`src/rtl/route_dec_pkg.sv`:
```
// Shared definitions for the router input-port route decrement stage.
// Build option: ROUTE_DEC_YX_FIRST_EN selects Y-before-X routing in hop_dec.
package route_dec_pkg;

    // Flit type codes carried on in_typ/out_typ
    localparam logic [1:0] FT_SINGLE = 2'b00;
    localparam logic [1:0] FT_HEAD   = 2'b01;
    localparam logic [1:0] FT_BODY   = 2'b10;
    localparam logic [1:0] FT_TAIL   = 2'b11;

    // One-hot output port selects
    localparam logic [4:0] P_E = 5'b00001;
    localparam logic [4:0] P_W = 5'b00010;
    localparam logic [4:0] P_N = 5'b00100;
    localparam logic [4:0] P_S = 5'b01000;
    localparam logic [4:0] P_L = 5'b10000;

    // Packet tracking states
    typedef enum logic {
        ST_IDLE = 1'b0,
        ST_PKT  = 1'b1
    } state_t;

endpackage

```
`src/rtl/hop_dec.sv`:
```
// Combinational hop decrementer and output port selector.
// Default is XY order; defining ROUTE_DEC_YX_FIRST_EN routes the Y dimension first.
// A zero hop count is never decremented, so no underflow can occur.
module hop_dec
    import route_dec_pkg::*;
#(
    parameter int AW = 8
) (
    input  logic [AW-1:0] xh,
    input  logic          xdir,
    input  logic [AW-1:0] yh,
    input  logic          ydir,
    output logic [AW-1:0] xh_out,
    output logic [AW-1:0] yh_out,
    output logic [4:0]    port
);

    localparam logic [AW-1:0] HOP_ONE  = AW'(1'b1);
    localparam logic [AW-1:0] HOP_ZERO = {AW{1'b0}};

    // Pick the active dimension, decrement its hop count and choose the port
    always_comb begin
        xh_out = xh;
        yh_out = yh;
        port   = P_L;
`ifdef ROUTE_DEC_YX_FIRST_EN
        if (yh != HOP_ZERO) begin
            yh_out = yh - HOP_ONE;
            port   = ydir ? P_S : P_N;
        end else if (xh != HOP_ZERO) begin
            xh_out = xh - HOP_ONE;
            port   = xdir ? P_W : P_E;
        end else begin
            port   = P_L;
        end
`else
        if (xh != HOP_ZERO) begin
            xh_out = xh - HOP_ONE;
            port   = xdir ? P_W : P_E;
        end else if (yh != HOP_ZERO) begin
            yh_out = yh - HOP_ONE;
            port   = ydir ? P_S : P_N;
        end else begin
            port   = P_L;
        end
`endif
    end

endmodule

```
`src/rtl/route_dec_stage.sv`:
```
// Registered route decrement stage for a router input port.
// Head/single flits are routed by hop_dec; body/tail flits reuse the head's
// latched port. One valid/ready register stage with full throughput.
// Build option: ROUTE_DEC_YX_FIRST_EN (handled inside hop_dec).
module route_dec_stage
    import route_dec_pkg::*;
#(
    parameter int AW = 8,
    parameter int DW = 32
) (
    input  logic          clk,
    input  logic          rst_n,
    input  logic          in_vld,
    input  logic [1:0]    in_typ,
    input  logic [DW-1:0] in_dat,
    output logic          in_rdy,
    output logic          out_vld,
    output logic [1:0]    out_typ,
    output logic [DW-1:0] out_dat,
    output logic [4:0]    out_port,
    input  logic          out_rdy,
    output logic          err
);

    if (DW < 2*AW+2) begin : g_bad_dw
        $error("route_dec_stage: DW must be at least 2*AW+2");
    end

    state_t        state_r;
    state_t        state_nx_s;
    logic [4:0]    port_lat_r;
    logic          xfer_s;
    logic [AW-1:0] xh_out_s;
    logic [AW-1:0] yh_out_s;
    logic [4:0]    hd_port_s;
    logic [DW-1:0] upd_dat_s;
    logic          emit_s;
    logic          viol_s;
    logic          load_lat_s;
    logic [4:0]    nx_port_s;
    logic [DW-1:0] nx_dat_s;

    assign in_rdy = !out_vld || out_rdy;
    assign xfer_s = in_vld && in_rdy;

    hop_dec #(.AW(AW)) u_hop_dec (
        .xh     (in_dat[AW-1:0]),
        .xdir   (in_dat[AW]),
        .yh     (in_dat[2*AW:AW+1]),
        .ydir   (in_dat[2*AW+1]),
        .xh_out (xh_out_s),
        .yh_out (yh_out_s),
        .port   (hd_port_s)
    );

    // Merge decremented hop counts back into the payload; direction and upper bits pass through
    always_comb begin
        upd_dat_s               = in_dat;
        upd_dat_s[AW-1:0]       = xh_out_s;
        upd_dat_s[2*AW:AW+1]    = yh_out_s;
    end

    // Packet FSM: decide emission, violation, port latch and next state for an accepted flit
    always_comb begin
        state_nx_s = state_r;
        emit_s     = 1'b0;
        viol_s     = 1'b0;
        load_lat_s = 1'b0;
        nx_port_s  = port_lat_r;
        nx_dat_s   = in_dat;
        if (xfer_s) begin
            case (in_typ)
                FT_SINGLE: begin
                    viol_s     = (state_r == ST_PKT);
                    emit_s     = 1'b1;
                    nx_port_s  = hd_port_s;
                    nx_dat_s   = upd_dat_s;
                    state_nx_s = ST_IDLE;
                end
                FT_HEAD: begin
                    viol_s     = (state_r == ST_PKT);
                    emit_s     = 1'b1;
                    load_lat_s = 1'b1;
                    nx_port_s  = hd_port_s;
                    nx_dat_s   = upd_dat_s;
                    state_nx_s = ST_PKT;
                end
                FT_BODY: begin
                    if (state_r == ST_PKT) begin
                        emit_s = 1'b1;
                    end else begin
                        viol_s = 1'b1;
                    end
                end
                FT_TAIL: begin
                    if (state_r == ST_PKT) begin
                        emit_s     = 1'b1;
                        state_nx_s = ST_IDLE;
                    end else begin
                        viol_s     = 1'b1;
                    end
                end
                default: begin
                    state_nx_s = ST_IDLE;
                end
            endcase
        end else begin
            state_nx_s = state_r;
        end
    end

    // Packet state register
    always_ff @(posedge clk or negedge rst_n) begin
        if (!rst_n) begin
            state_r <= ST_IDLE;
        end else begin
            state_r <= state_nx_s;
        end
    end

    // Hold the head's port for the body and tail flits of the packet
    always_ff @(posedge clk or negedge rst_n) begin
        if (!rst_n) begin
            port_lat_r <= 5'b00000;
        end else if (load_lat_s) begin
            port_lat_r <= hd_port_s;
        end
    end

    // Output register: load on an emitting transfer, clear valid once drained, pulse err on violations
    always_ff @(posedge clk or negedge rst_n) begin
        if (!rst_n) begin
            out_vld  <= 1'b0;
            out_typ  <= 2'b00;
            out_dat  <= {DW{1'b0}};
            out_port <= 5'b00000;
            err      <= 1'b0;
        end else begin
            if (xfer_s && emit_s) begin
                out_vld  <= 1'b1;
                out_typ  <= in_typ;
                out_dat  <= nx_dat_s;
                out_port <= nx_port_s;
            end else if (out_rdy) begin
                out_vld  <= 1'b0;
            end
            err <= viol_s;
        end
    end

endmodule

```
`config.mk`:
```
export PLATFORM = sky130hd
export DESIGN_NAME = route_dec_stage
export DESIGN_NICKNAME = d
export VERILOG_FILES = /design/src/rtl/route_dec_pkg.sv /design/src/rtl/hop_dec.sv /design/src/rtl/route_dec_stage.sv
export SDC_FILE = /design/constraint.sdc
export NUM_CORES = 1
export LEC_CHECK = 0
export ABC_AREA = 1
export CAP_MARGIN = 40
export CORE_UTILIZATION = 48
export CTS_CLUSTER_DIAMETER = 150
export DETAILED_ROUTE_END_ITERATION = 8
export PLACE_DENSITY_LB_ADDON = 0.08
export SLEW_MARGIN = 10
export SYNTH_ARGS = -nofsm -noshare
export SYNTH_HDL_FRONTEND = slang
export SYNTH_HIERARCHICAL = 1
export SYNTH_SLANG_ARGS = --single-unit
```
`constraint.sdc`:
```
create_clock -name clk -period 1.4 [get_ports clk]
set_input_delay 0.42 -clock clk [delete_from_list [all_inputs] [get_ports clk]]
set_output_delay 0.42 -clock clk [all_outputs]
set_load 0.01 [all_outputs]
```
# Word level (Yosys, flattened, before mapping)
# Cells that the tools add are included.
dict set report word_totals {
  wordCells 47
  output_inout_bits 42
  in_bits 38
  ff_bits 47
}
dict set report classes {
  n_addsub 2
  reduce_logical 13
  n_mux 22
  n_eq_ne 3
}
# operator count
set op_table {}
lappend op_table {{17-bit 2-to-1 mux} 2}
lappend op_table {{8-bit 2-to-1 mux} 3}
lappend op_table {{5-bit 2-to-1 mux} 4}
lappend op_table {{8-bit nonzero test} 2}
lappend op_table {{8-bit by 1-bit subtractor with 8-bit output (second input constant)} 2}
lappend op_table {{1-bit 2-to-1 mux} 8}
lappend op_table {{1-bit case mux with 2 select lines} 3}
lappend op_table {{2-bit OR reduction} 3}
lappend op_table {{2-bit == test (second input constant)} 2}
lappend op_table {{4-bit 2-to-1 mux} 1}
lappend op_table {{2-bit nonzero test} 2}
lappend op_table {{2-bit by 1-bit == test with 1-bit output (second input constant)} 1}
lappend op_table {{1-bit logical AND} 2}
lappend op_table {{2-bit logical NOT} 1}
lappend op_table {{2-bit 2-to-1 mux} 1}
lappend op_table {{2-bit AND reduction} 1}
lappend op_table {{1-bit logical NOT} 1}
lappend op_table {{1-bit logical OR} 1}

# Logic depth before layout (Yosys ltp)
# Gate-level depths: netlist (run 1).
dict set report logic_depth {
  ltp_word 6
  ltp_mapped 12
  mapped_depth_nobuf 12
}

# Hierarchy
# The synthesis (run 1) kept the hierarchy.
# module cells_per_inst area_each_um2 n_inst seq_area_each_um2
set modules_own_cells {}
lappend modules_own_cells {route_dec_stage 294 2218.4 1 1176.1}
lappend modules_own_cells {hop_dec 105 513.0 1 0.0}

# Least setup slack after synthesis (run 1)
# Ideal clock, no wire load.
dict set report synth_timing {
  path_type {input port to flip-flop}
  start {in in_typ[0]}
  end {reg out_typ[0]}
  required_ns 1.273
  path_buffers 1
  setup_slack_ns -0.296
  setup_ns 0.127
  t_arrival_ns 1.569
  cell_stages 9
  path_cell_list {inv_1 ha_1 or2_2 ha_1 inv_1 nand3_4 buf_2 nand2_1 o21ai_0}
}
dict set report synth_via {
  elab_chain_len 5
  elab_cells_between_ends 9
  cone_classes {eq/ne (3); mux (2); reduce/logical (4)}
}
# element line_no
set synth_lines {}
lappend synth_lines {{start: declaration} route_dec_stage.sv:14} ;# input logic [1:0] in_typ,
lappend synth_lines {{2-bit == test (tied with other cells)} route_dec_stage.sv:72} ;# case (in_typ)
lappend synth_lines {{2-bit OR reduction (no line)} --}
lappend synth_lines {{1-bit case mux with 2 select lines} route_dec_stage.sv:72}
lappend synth_lines {{1-bit 2-to-1 mux} route_dec_stage.sv:71} ;# if (xfer_s) begin
lappend synth_lines {{1-bit logical AND} route_dec_stage.sv:139} ;# if (xfer_s && emit_s) begin
lappend synth_lines {{end signal: assignment} route_dec_stage.sv:141} ;# out_typ <= in_typ;
lappend synth_lines {{end: declaration} route_dec_stage.sv:18} ;# output logic [1:0] out_typ,
# Several ways; a longest one is shown, not always the timed one.
# A chain may end at the register's enable or synchronous reset.

# Worst setup path after layout (run 1)
dict set report layout_timing {
  start {in in_dat[10]}
  end {reg out_dat[12]}
}
dict set report layout_via {
  elab_chain_len 5
  elab_cells_between_ends 6
  cone_classes {add/sub (1); mux (4); reduce/logical (1)}
}
# element line_no
set layout_lines {}
lappend layout_lines {{start: declaration} route_dec_stage.sv:15} ;# input logic [DW-1:0] in_dat,
lappend layout_lines {{8-bit by 1-bit subtractor with 8-bit output or 8-bit nonzero test (tied branches)} {hop_dec.sv:41, hop_dec.sv:40}}
lappend layout_lines {{8-bit 2-to-1 mux (*)} hop_dec.sv:40} ;# end else if (yh != HOP_ZERO) begin
lappend layout_lines {{8-bit 2-to-1 mux (*)} hop_dec.sv:37} ;# if (xh != HOP_ZERO) begin
lappend layout_lines {{net yh_out_s[3]} route_dec_stage.sv:34} ;# logic [AW-1:0] yh_out_s;
lappend layout_lines {{17-bit 2-to-1 mux (*)} route_dec_stage.sv:72}
lappend layout_lines {{17-bit 2-to-1 mux (*)} route_dec_stage.sv:71}
lappend layout_lines {{end signal: assignment} route_dec_stage.sv:135} ;# out_dat <= {DW{1'b0}};
lappend layout_lines {{end signal: assignment} route_dec_stage.sv:142} ;# out_dat <= nx_dat_s;
lappend layout_lines {{end: declaration} route_dec_stage.sv:19} ;# output logic [DW-1:0] out_dat,
# Mark *: on every way through the listed nets, which the timed path passes. The rest lies on a longest branch.

==> flow_summary.json, run 1 <==
{
  "area_growth_syn_to_layout_pct": 75.8,
  "clk_latency_ps": 320,
  "start_util": 0.496,
  "dpl.hpwl_um": 4770,
  "slowest_stage": "dlygate4sd2_1",
  "endpoint_kind": "flop",
  "grt_pass1_wl_um": 14400,
  "slew_headroom": 0.830,
  "yosysSeqAreaShare": 0.431,
  "io_pins": 80,
  "die-height_um": 77.4,
  "clockRootBuffer": "clkbuf_8",
  "ir_worst_vdd_mv": 0.781,
  "finClkSkew_ps": 12.3,
  "fill_cells": 274,
  "start_kind": "input pin",
  "antenna_cells": 0,
  "io_buffers": 79,
  "finish.utilization": 0.872,
  "fp-row-count": 27,
  "regArea_sq_mm": 0.00118,
  "path_common_cell": "nand2_1",
  "timing.critical_path.cells": "dlygate4sd2_1 > buf_4 > nor2_1 > nand2_1 > buf_4 > inv_1 > nand3_1 > nand2_1 > nor2_1 > nor2_2 > nor2_4 > nand2_2 > nand2_1",
  "mostFrequentLayoutCells": "135 x nand2_1, 58 x buf_4, 47 x dfrtp_1, 36 x nor2_1, 34 x inv_1",
  "first_pass_iters": 5,
  "finalSetupViolCount": 38,
  "vias": 3333,
  "fin_nets": 605,
  "finalHoldViolations": 0,
  "rsz0062_at_grt": "true",
  "cp.arrival_ps": 1950,
  "clock.fmax_mhz": 574,
  "setup_ws_ps": -343,
  "grt_usage": 0.312,
  "period_needed_ps": 1740,
  "violations": "setup timing",
  "cap_violations": 0,
  "synthCells": 399,
  "finalCritPeriodShare": 1.25,
  "dpl_cell_area_sq_mm": 0.00395,
  "final_area_sq_mm": 0.00480,
  "drc_errors": 0,
  "final_layout_size_suffix_gt1_frac": 0.370,
  "wl_per_cell_um": 16.5,
  "gr-total-overflow": 0,
  "setup-tns-final_ps": -5430,
  "slew_viol_final": 0,
  "power_mw": 5.06,
  "path_clk_slew_ps": 110,
  "pre_cts_ws_ps": -906,
  "drtIter0Drc": 253,
  "cts_made_buffers": 5,
  "die-area_sq_mm": 0.00600,
  "coreArea_sq_mm": 0.00551,
  "cts_sinks": 47,
  "final_common_cell": "nand2_1",
  "tightest_slew_ps": 255,
  "htreeDepth": 2,
  "ys_ff_latch": 47,
  "powerDensity_mw_per_mm2": 1050,
  "critical_path_class": "input pin to flop",
  "viasPerCell": 5.30,
  "path_max_fanout": 3,
  "antenna_found_initial": 0,
  "ant_nets": 0,
  "yosys_warnings": 6,
  "gp_congestion": 0.842,
  "p_leak_nw": 2.60,
  "cts.path.max_buffers": 2,
  "outcome": "finished, violations left",
  "synth_nets": 447,
  "wirelength_um": 10400,
  "min_path_type": "input pin to flop",
  "slowest_delay_ps": 250,
  "cts_tree": "yes",
  "ys_types": 23,
  "avgSynthCellArea_sq_um": 6.85,
  "multiInputGateArea_sq_mm": 0.00166,
  "grt_pass1_vias": 3209,
  "die_w_um": 77.4,
  "grt_max_degree": 41,
  "synthesis.area_sq_mm": 0.00273,
  "crit_required_ps": 1610
}
final timing paths:
kind / from / to / slack, ps / depth (start not counted)
worst max-delay path: in_dat[10] / out_dat[12]$_DFFE_PN0P_ / -340 / 13
worst min-delay path: in_dat[0] / out_dat[0]$_DFFE_PN0P_ / 420 / 5
worst max register to register: out_vld$_DFFE_PN0P_ / out_dat[12]$_DFFE_PN0P_ / -50 / 9
worst min register to register: out_dat[22]$_DFFE_PN0P_ / out_dat[22]$_DFFE_PN0P_ / 480 / 2
max in group asynchronous: rst_n / port_lat_r[4]$_DFFE_PN0P_ / 420 / 3
min in group asynchronous: rst_n / out_dat[6]$_DFFE_PN0P_ / 480 / 2
synthesized netlist by cell type (all sizes together):
| cell | instances | area share |
|---|---|---|
| o21ai | 11 | 0.020 |
| dfrtp | 47 | 0.43 |
| xor2 | 2 | 0.0064 |
| nor3 | 2 | 0.0037 |
| ha | 10 | 0.046 |
| nand4 | 2 | 0.0046 |
| nand3b | 1 | 0.0027 |
| inv | 46 | 0.063 |
| nand3 | 12 | 0.027 |
| or2 | 1 | 0.0023 |
| a21oi | 10 | 0.018 |
| o21bai | 1 | 0.0027 |
| nand2 | 168 | 0.23 |
| nor2 | 73 | 0.11 |
| buf | 13 | 0.033 |
critical path, delay by kind of cell:
kind | cells | cell delay, ps
AND/OR/NAND/NOR | 9 | 930
buffers and inverters | 4 | 600
layout make-up:
cell class | instances | share of cell area
Timing Repair Buffer | 163 | 0.327
Multi-Input combinational cell | 293 | 0.345
Tap cell | 72 | 0.0188
Timing Repair inverter | 1 | 0.00234
Clock buffer | 5 | 0.0143
Clock inverter | 2 | 0.00782
Sequential cell | 47 | 0.245
Inverter | 46 | 0.0401
metrics by stage:
stage,cells,hold slack [ps]
floorplan,399,124
global placement,581,297
detailed placement,581,301
CTS,622,475
global route,629,473
finish,629,418
metal layers:
layer | track usage | share of wire | vias to the layer above
met5 | 0 | 0 | -
met4 | 0.136 | 0.049 | 0
met3 | 0.0529 | 0.062 | 48
met2 | 0.573 | 0.51 | 191
met1 | 0.352 | 0.38 | 1582
li1 | - | - | 1512
cells by family after synthesis:
family          after synthesis  synth area share
buf+inv                      59            0.0957
simple gates                259             0.380
compound gates               22            0.0412
flops                        47             0.431
xor+xnor                      2           0.00641
fa+ha+maj                    10            0.0458
power breakdown:
part	leakage [nW]	internal (mW)	switching [mW]
Clock	0.0502	0.523	0.521
Sequential	0.590	1.66	0.193
Combinational	1.96	1.10	1.06
Total	2.60	3.28	1.78
sequential cells by signal (all words and copies together), names as in the netlist:
register,flops
state_r,1
out_dat,32
port_lat_r,5
out_port,5
out_vld,1
err,1
out_typ,2
timing repair:
action / 4_1_cts / 5_1_grt
buffers inserted: 26 / 10
pin swaps: 24 / 46
hold buffers: 1 / 0
gates cloned: 7 / 0
resized for setup: 168 / 109
setup endpoints to repair: 89 / 71
hold endpoints to repair: 7 / 0
(Power assumes the default switching activity.)
==> run 2, diff against run 1 <==
--- a/config.mk
+++ b/config.mk
@@ -7,10 +7,12 @@
 export LEC_CHECK = 0
 export ABC_AREA = 1
 export CAP_MARGIN = 40
+export CORE_MARGIN = 3
 export CORE_UTILIZATION = 48
 export CTS_CLUSTER_DIAMETER = 150
 export DETAILED_ROUTE_END_ITERATION = 8
 export PLACE_DENSITY_LB_ADDON = 0.08
+export RECOVER_POWER = 100
 export SLEW_MARGIN = 10
 export SYNTH_ARGS = -nofsm -noshare
 export SYNTH_HDL_FRONTEND = slang
==> run 2 against run 1 <==
Effect of this change:
- the flow still finishes with violations (setup timing)
- flip-flop and latch count unchanged
- die area increased by 11%
- first-iteration DRC count grew 45%
- clock power up 8%
- critical path type unchanged
- via count up 5.6%
- wire length up 13%
==> flow_summary.json, run 2 (synthesized netlist as in run 1, its figures left out) <==
{
  "dpl.hpwl_um": 5060,
  "setup-tns-final_ps": -5840,
  "area_growth_syn_to_layout_pct": 73.9,
  "largest_reg_flops": 32,
  "grt_max_degree": 36,
  "ant_nets": 0,
  "die-height_um": 81.4,
  "p_leak_nw": 2.47,
  "slew_headroom": 0.493,
  "reg_top3": "out_dat x32, out_port x5, port_lat_r x5",
  "wirelength_um": 11700,
  "io_buffers": 79,
  "violations": "setup timing",
  "rsz0062_at_grt": "true",
  "setup_ws_ps": -457,
  "drc_errors": 0,
  "final_layout_size_suffix_gt1_frac": 0.375,
  "clk_latency_ps": 320,
  "cts_tree": "yes",
  "period_needed_ps": 1860,
  "finalCritPeriodShare": 1.33,
  "drtIter0Drc": 368,
  "path_max_fanout": 7,
  "htreeDepth": 2,
  "final_common_cell": "nand2_1",
  "die-area_sq_mm": 0.00663,
  "min_path_type": "input pin to async pin",
  "crit_required_ps": 1650,
  "gr-total-overflow": 0,
  "die_w_um": 81.4,
  "regArea_sq_mm": 0.00118,
  "hold_slack_ps": 133,
  "outcome": "finished, violations left",
  "grt_pass1_wl_um": 14600,
  "fin_nets": 593,
  "ir_worst_vdd_mv": 0.804,
  "timing.critical_path.cells": "clkbuf_2 > nor2_2 > nand2_2 > nor2_4 > buf_4 > a21oi_1 > nor2_1 > nor2_2 > nor2_4 > nand2_1 > nand2_1",
  "r2r_cells": 9,
  "critical_path_class": "input pin to flop",
  "cp.arrival_ps": 2110,
  "cap_violations": 0,
  "io_pins": 80,
  "finalSetupViolCount": 47,
  "start_kind": "input pin",
  "start_util": 0.515,
  "antenna_found_initial": 0,
  "cts.path.max_buffers": 2,
  "slowest_stage": "nor2_1",
  "tightest_slew_ps": 761,
  "endpoint_kind": "flop",
  "clock.fmax_mhz": 539,
  "antenna_cells": 0,
  "grt_usage": 0.286,
  "gp_congestion": 0.847,
  "multiInputGateArea_sq_mm": 0.00175,
  "fill_cells": 234,
  "grt_pass1_vias": 3182,
  "powerDensity_mw_per_mm2": 1050,
  "viasPerCell": 5.71,
  "fp-row-count": 26,
  "vias": 3519,
  "mostFrequentLayoutCells": "139 x nand2_1, 53 x buf_4, 47 x dfrtp_1, 35 x inv_1, 35 x clkdlybuf4s15_1",
  "wl_per_cell_um": 19.0,
  "finClkSkew_ps": 7.14,
  "coreArea_sq_mm": 0.00530,
  "first_pass_iters": 8,
  "cts_made_buffers": 5,
  "path_clk_slew_ps": 100,
  "cts_sinks": 47,
  "largest-register": "out_dat",
  "clockRootBuffer": "clkbuf_8",
  "slowest_delay_ps": 340,
  "finalHoldViolations": 0,
  "slew_viol_final": 0
}
[run 2: changes by cell type in the layout (fill, tap and decap cells not counted), moves of 5 or more]
cell	previous run	this run
buf_4	58	53
clkdlybuf4s15_1	28	35
nand3_1	10	5
nor2_1	36	28
nor2_2	18	31
nor2_4	19	14
[run 2: report_power, final]
group          switching, mW  internal (mW)
registers              0.202           1.66
logic                   1.04          0.949
clock network          0.530          0.589
[run 2: layout make-up]
class | instances | share of cell area
clock buffer | 6 | 0.0174
clock inverter | 2 | 0.00817
inverter | 46 | 0.0427
multi-input combinational | 294 | 0.367
sequential | 47 | 0.248
tap | 70 | 0.0184
timing repair buffer | 150 | 0.296
timing repair inverter | 1 | 0.00184
[run 2: repair_timing]
item / in CTS / in global routing
resized for setup: 152 / 133
hold buffers: 0 / 0
endpoints found under the setup margin: 89 / 72
setup buffers: 9 / 13
cloned: 7 / 1
pin swaps: 24 / 59
[run 2: path summary, 6_finish.rpt]
| path | slack, ps | end | from |
|---|---|---|---|
| max reg2reg | 0 | out_dat[19]$_DFFE_PN0P_ | state_r$_DFFE_PN0P_ |
| min | 130 | out_dat[4]$_DFFE_PN0P_ | rst_n |
| max in group asynchronous | 230 | out_dat[12]$_DFFE_PN0P_ | rst_n |
| min in group clk | 420 | out_dat[0]$_DFFE_PN0P_ | in_dat[0] |
| max | -460 | out_dat[12]$_DFFE_PN0P_ | in_dat[2] |
| min reg2reg | 490 | out_port[1]$_DFFE_PN0P_ | out_port[1]$_DFFE_PN0P_ |
[run 2: per-layer routing]
metal / vias to the layer above / GRT usage / wire length (um)
li1: 1489 / - / -
met1: 1599 / 0.346 / 4030
met2: 315 / 0.517 / 5580
met3: 116 / 0.0515 / 1150
met4: 0 / 0.0794 / 962
met5: - / 0 / 0
[run 2: worst max-delay path: cells and delay by family]
family / cells / cell delay (ps)
and+or+nand+nor: 8 / 1290
buffers and inverters: 2 / 320
AOI/OAI and AO/OA: 1 / 80
[run 2: metrics by stage]
step / utilization / instances / power [mW] / worst slack, ps / area (sq um)
2_1_floorplan: - / 399 / 2.54 / -184 / 2820
3_3_place_gp: 0.742 / 579 / 3.44 / -847 / 3940
3_5_place_dp: 0.742 / 579 / 3.48 / -914 / 3940
4_1_cts: 0.823 / 603 / 4.62 / -220 / 4360
5_1_grt: 0.896 / 616 / 5.21 / -434 / 4750
6_report: 0.896 / 616 / 4.97 / -457 / 4750
==> run 3, diff against run 2 <==
--- a/config.mk
+++ b/config.mk
@@ -11,7 +11,7 @@
 export CORE_UTILIZATION = 48
 export CTS_CLUSTER_DIAMETER = 150
 export DETAILED_ROUTE_END_ITERATION = 8
-export PLACE_DENSITY_LB_ADDON = 0.08
+export PLACE_DENSITY = 0.88
 export RECOVER_POWER = 100
 export SLEW_MARGIN = 10
 export SYNTH_ARGS = -nofsm -noshare
==> run 3 against run 2 <==
Effect of this change:
- the flow still finishes with violations (setup timing)
- cell area shrank 1.1%
- core utilization is 0.94 points lower
- flip-flop and latch count stayed put
- worst hold slack got worse by 9.0 ps
- non-clock buffer count fell by 4
- register-to-register slack worse by 100 ps
- highest routed layer unchanged
==> flow_summary.json, run 3 (synthesized netlist as in run 1, its figures left out) <==
{
  "switching_power_mw": 1.93,
  "clockRootBuffer": "clkbuf_8",
  "wirelength_um": 13900,
  "grt_pass1_wl_um": 16700,
  "reg_top3": "out_dat x32, out_port x5, port_lat_r x5",
  "finish.utilization": 0.886,
  "antenna_cells": 0,
  "start_util": 0.515,
  "io_pins": 80,
  "finalSetupViolCount": 53,
  "critical_path_class": "input pin to flop",
  "clk_latency_ps": 330,
  "final_layout_size_suffix_gt1_frac": 0.339,
  "outcome": "finished, violations left",
  "slew_viol_final": 0,
  "wl_per_cell_um": 22.6,
  "switching_share": 0.387,
  "die_w_um": 81.4,
  "area_growth_syn_to_layout_pct": 72.1,
  "pre_cts_ws_ps": -894,
  "grt_max_degree": 36,
  "power_frac_clock": 0.189,
  "timing.critical_path.cells": "clkbuf_2 > inv_2 > buf_4 > buf_4 > nand3_1 > nor3_1 > nor2_1 > nor2_1 > nor2_2 > nand2_1 > nand2_1",
  "violations": "setup timing",
  "drtIter0Drc": 573,
  "final_common_cell": "nand2_1",
  "fp-row-count": 26,
  "cts_made_buffers": 5,
  "hold_slack_ps": 124,
  "slowest_delay_ps": 390,
  "r2r_cells": 8,
  "pwr-share-seq": 0.372,
  "slew_headroom": 0.491,
  "largest-register": "out_dat",
  "largest_reg_flops": 32,
  "grt_usage": 0.334,
  "die-height_um": 81.4,
  "cp_top_family": "simple AND/OR/NAND/NOR gates",
  "p_int_mw": 3.05,
  "slowest_stage": "nor3_1",
  "setup-tns-final_ps": -9070,
  "start_kind": "input pin",
  "wl_met2_um": 6260,
  "setup_ws_ps": -364,
  "tightest_slew_ps": 764,
  "die-area_sq_mm": 0.00663,
  "worstPathBufferInverterCount": 4,
  "coreArea_sq_mm": 0.00530,
  "multiInputGateArea_sq_mm": 0.00172,
  "dr_wl_met3_um": 1760,
  "rr_startpoint": "out_vld$_DFFE_PN0P_",
  "timing.rr.end": "out_port[3]$_DFFE_PN0P_",
  "drc_errors": 0,
  "gr-total-overflow": 0,
  "path_clk_slew_ps": 110,
  "gp_congestion": 0.826,
  "finalHoldViolations": 0,
  "cts_sinks": 47,
  "period_needed_ps": 1760,
  "powerDensity_mw_per_mm2": 1060,
  "dpl.hpwl_um": 5180,
  "cts.path.max_buffers": 2,
  "ir_worst_vdd_mv": 0.736,
  "first_pass_iters": 9,
  "rrSetupSlack_ps": -100,
  "endpoint_kind": "flop",
  "maxUsedRoutingLayer": "met4",
  "viasPerCell": 6.14,
  "grt_pass1_vias": 3471,
  "rsz0062_at_grt": "true",
  "finalCritPeriodShare": 1.26,
  "p_leak_nw": 2.49,
  "clock.fmax_mhz": 567,
  "regArea_sq_mm": 0.00118,
  "final_area_sq_mm": 0.00470,
  "crit_required_ps": 1610,
  "fill_cells": 233,
  "dpl_cell_area_sq_mm": 0.00389,
  "min_path_type": "input pin to async pin",
  "antenna_found_initial": 0,
  "met1Wirelength_um": 4450,
  "path_max_fanout": 5,
  "power_frac_comb": 0.439,
  "mostFrequentLayoutCells": "133 x nand2_1, 49 x buf_4, 47 x dfrtp_1, 36 x nor2_1, 36 x clkdlybuf4s15_1",
  "finClkSkew_ps": 16.7,
  "cts_tree": "yes",
  "cp.arrival_ps": 1970,
  "io_buffers": 79,
  "fin_nets": 589,
  "ant_nets": 0,
  "htreeDepth": 2,
  "vias": 3759,
  "cap_violations": 0
}
[run 3: cell count changes in the layout (fill, tap and decap cells not counted), moves of 4 or more]
cell,before,now
nand2_4,6,13
nand2_1,139,133
nor2_2,31,21
clkbuf_2,14,9
buf_4,53,49
buf_6,12,7
nor2_1,28,36
clkbuf_1,1,8
[run 3: repair_timing]
action | CTS | global route
setup buffers | 11 | 11
cloned | 6 | 2
pin swaps | 23 | 37
hold buffers | 0 | 0
setup endpoints to repair | 88 | 67
gates resized for setup | 165 | 114
[run 3: area by class of cell]
cell class	instances	share of cell area
clock inverter	2	0.00346
clock buffer	6	0.0176
tap	70	0.0186
timing repair inverter	1	0.00186
sequential	47	0.250
multi-input combinational	294	0.365
inverter	46	0.0455
timing repair buffer	146	0.297
[run 3: power groups by stage]
stage	combinational, mW	clock [mW]	sequential [mW]
2_1_floorplan	0.573	0	1.97
3_3_place_gp	1.57	0	1.84
3_5_place_dp	1.62	0	1.84
4_1_cts	1.81	0.904	1.81
5_1_grt	2.29	0.974	1.87
6_report	2.18	0.939	1.85
[run 3: how the worst max path moves through the flow]
stage                     startpoint                       to  slack (ps)  cells past startpoint
after floorplan            in_typ[0]  out_dat[10]$_DFFE_PN0P_        -180                     10
after global placement     in_typ[0]  out_dat[10]$_DFFE_PN0P_        -820                     12
after detailed placement   in_typ[0]  out_dat[15]$_DFFE_PN0P_        -890                     12
after CTS                  in_typ[0]  out_port[3]$_DFFE_PN0P_        -230                     12
after global routing      in_dat[12]  out_dat[14]$_DFFE_PN0P_        -350                     12
final                      in_dat[0]   out_dat[7]$_DFFE_PN0P_        -360                     11
[run 3: stage by stage]
step                      total power [mW]  instances
after floorplan                       2.54        399
after global placement                3.41        575
after detailed placement              3.46        575
after CTS                             4.52        600
after global routing                  5.13        612
final                                 4.97        612
[run 3: metal layers]
| metal | up-vias | track usage |
|---|---|---|
| met5 | - | 0 |
| met2 | 402 | 0.567 |
| li1 | 1479 | - |
| met4 | 0 | 0.230 |
| met3 | 156 | 0.0735 |
| met1 | 1722 | 0.371 |
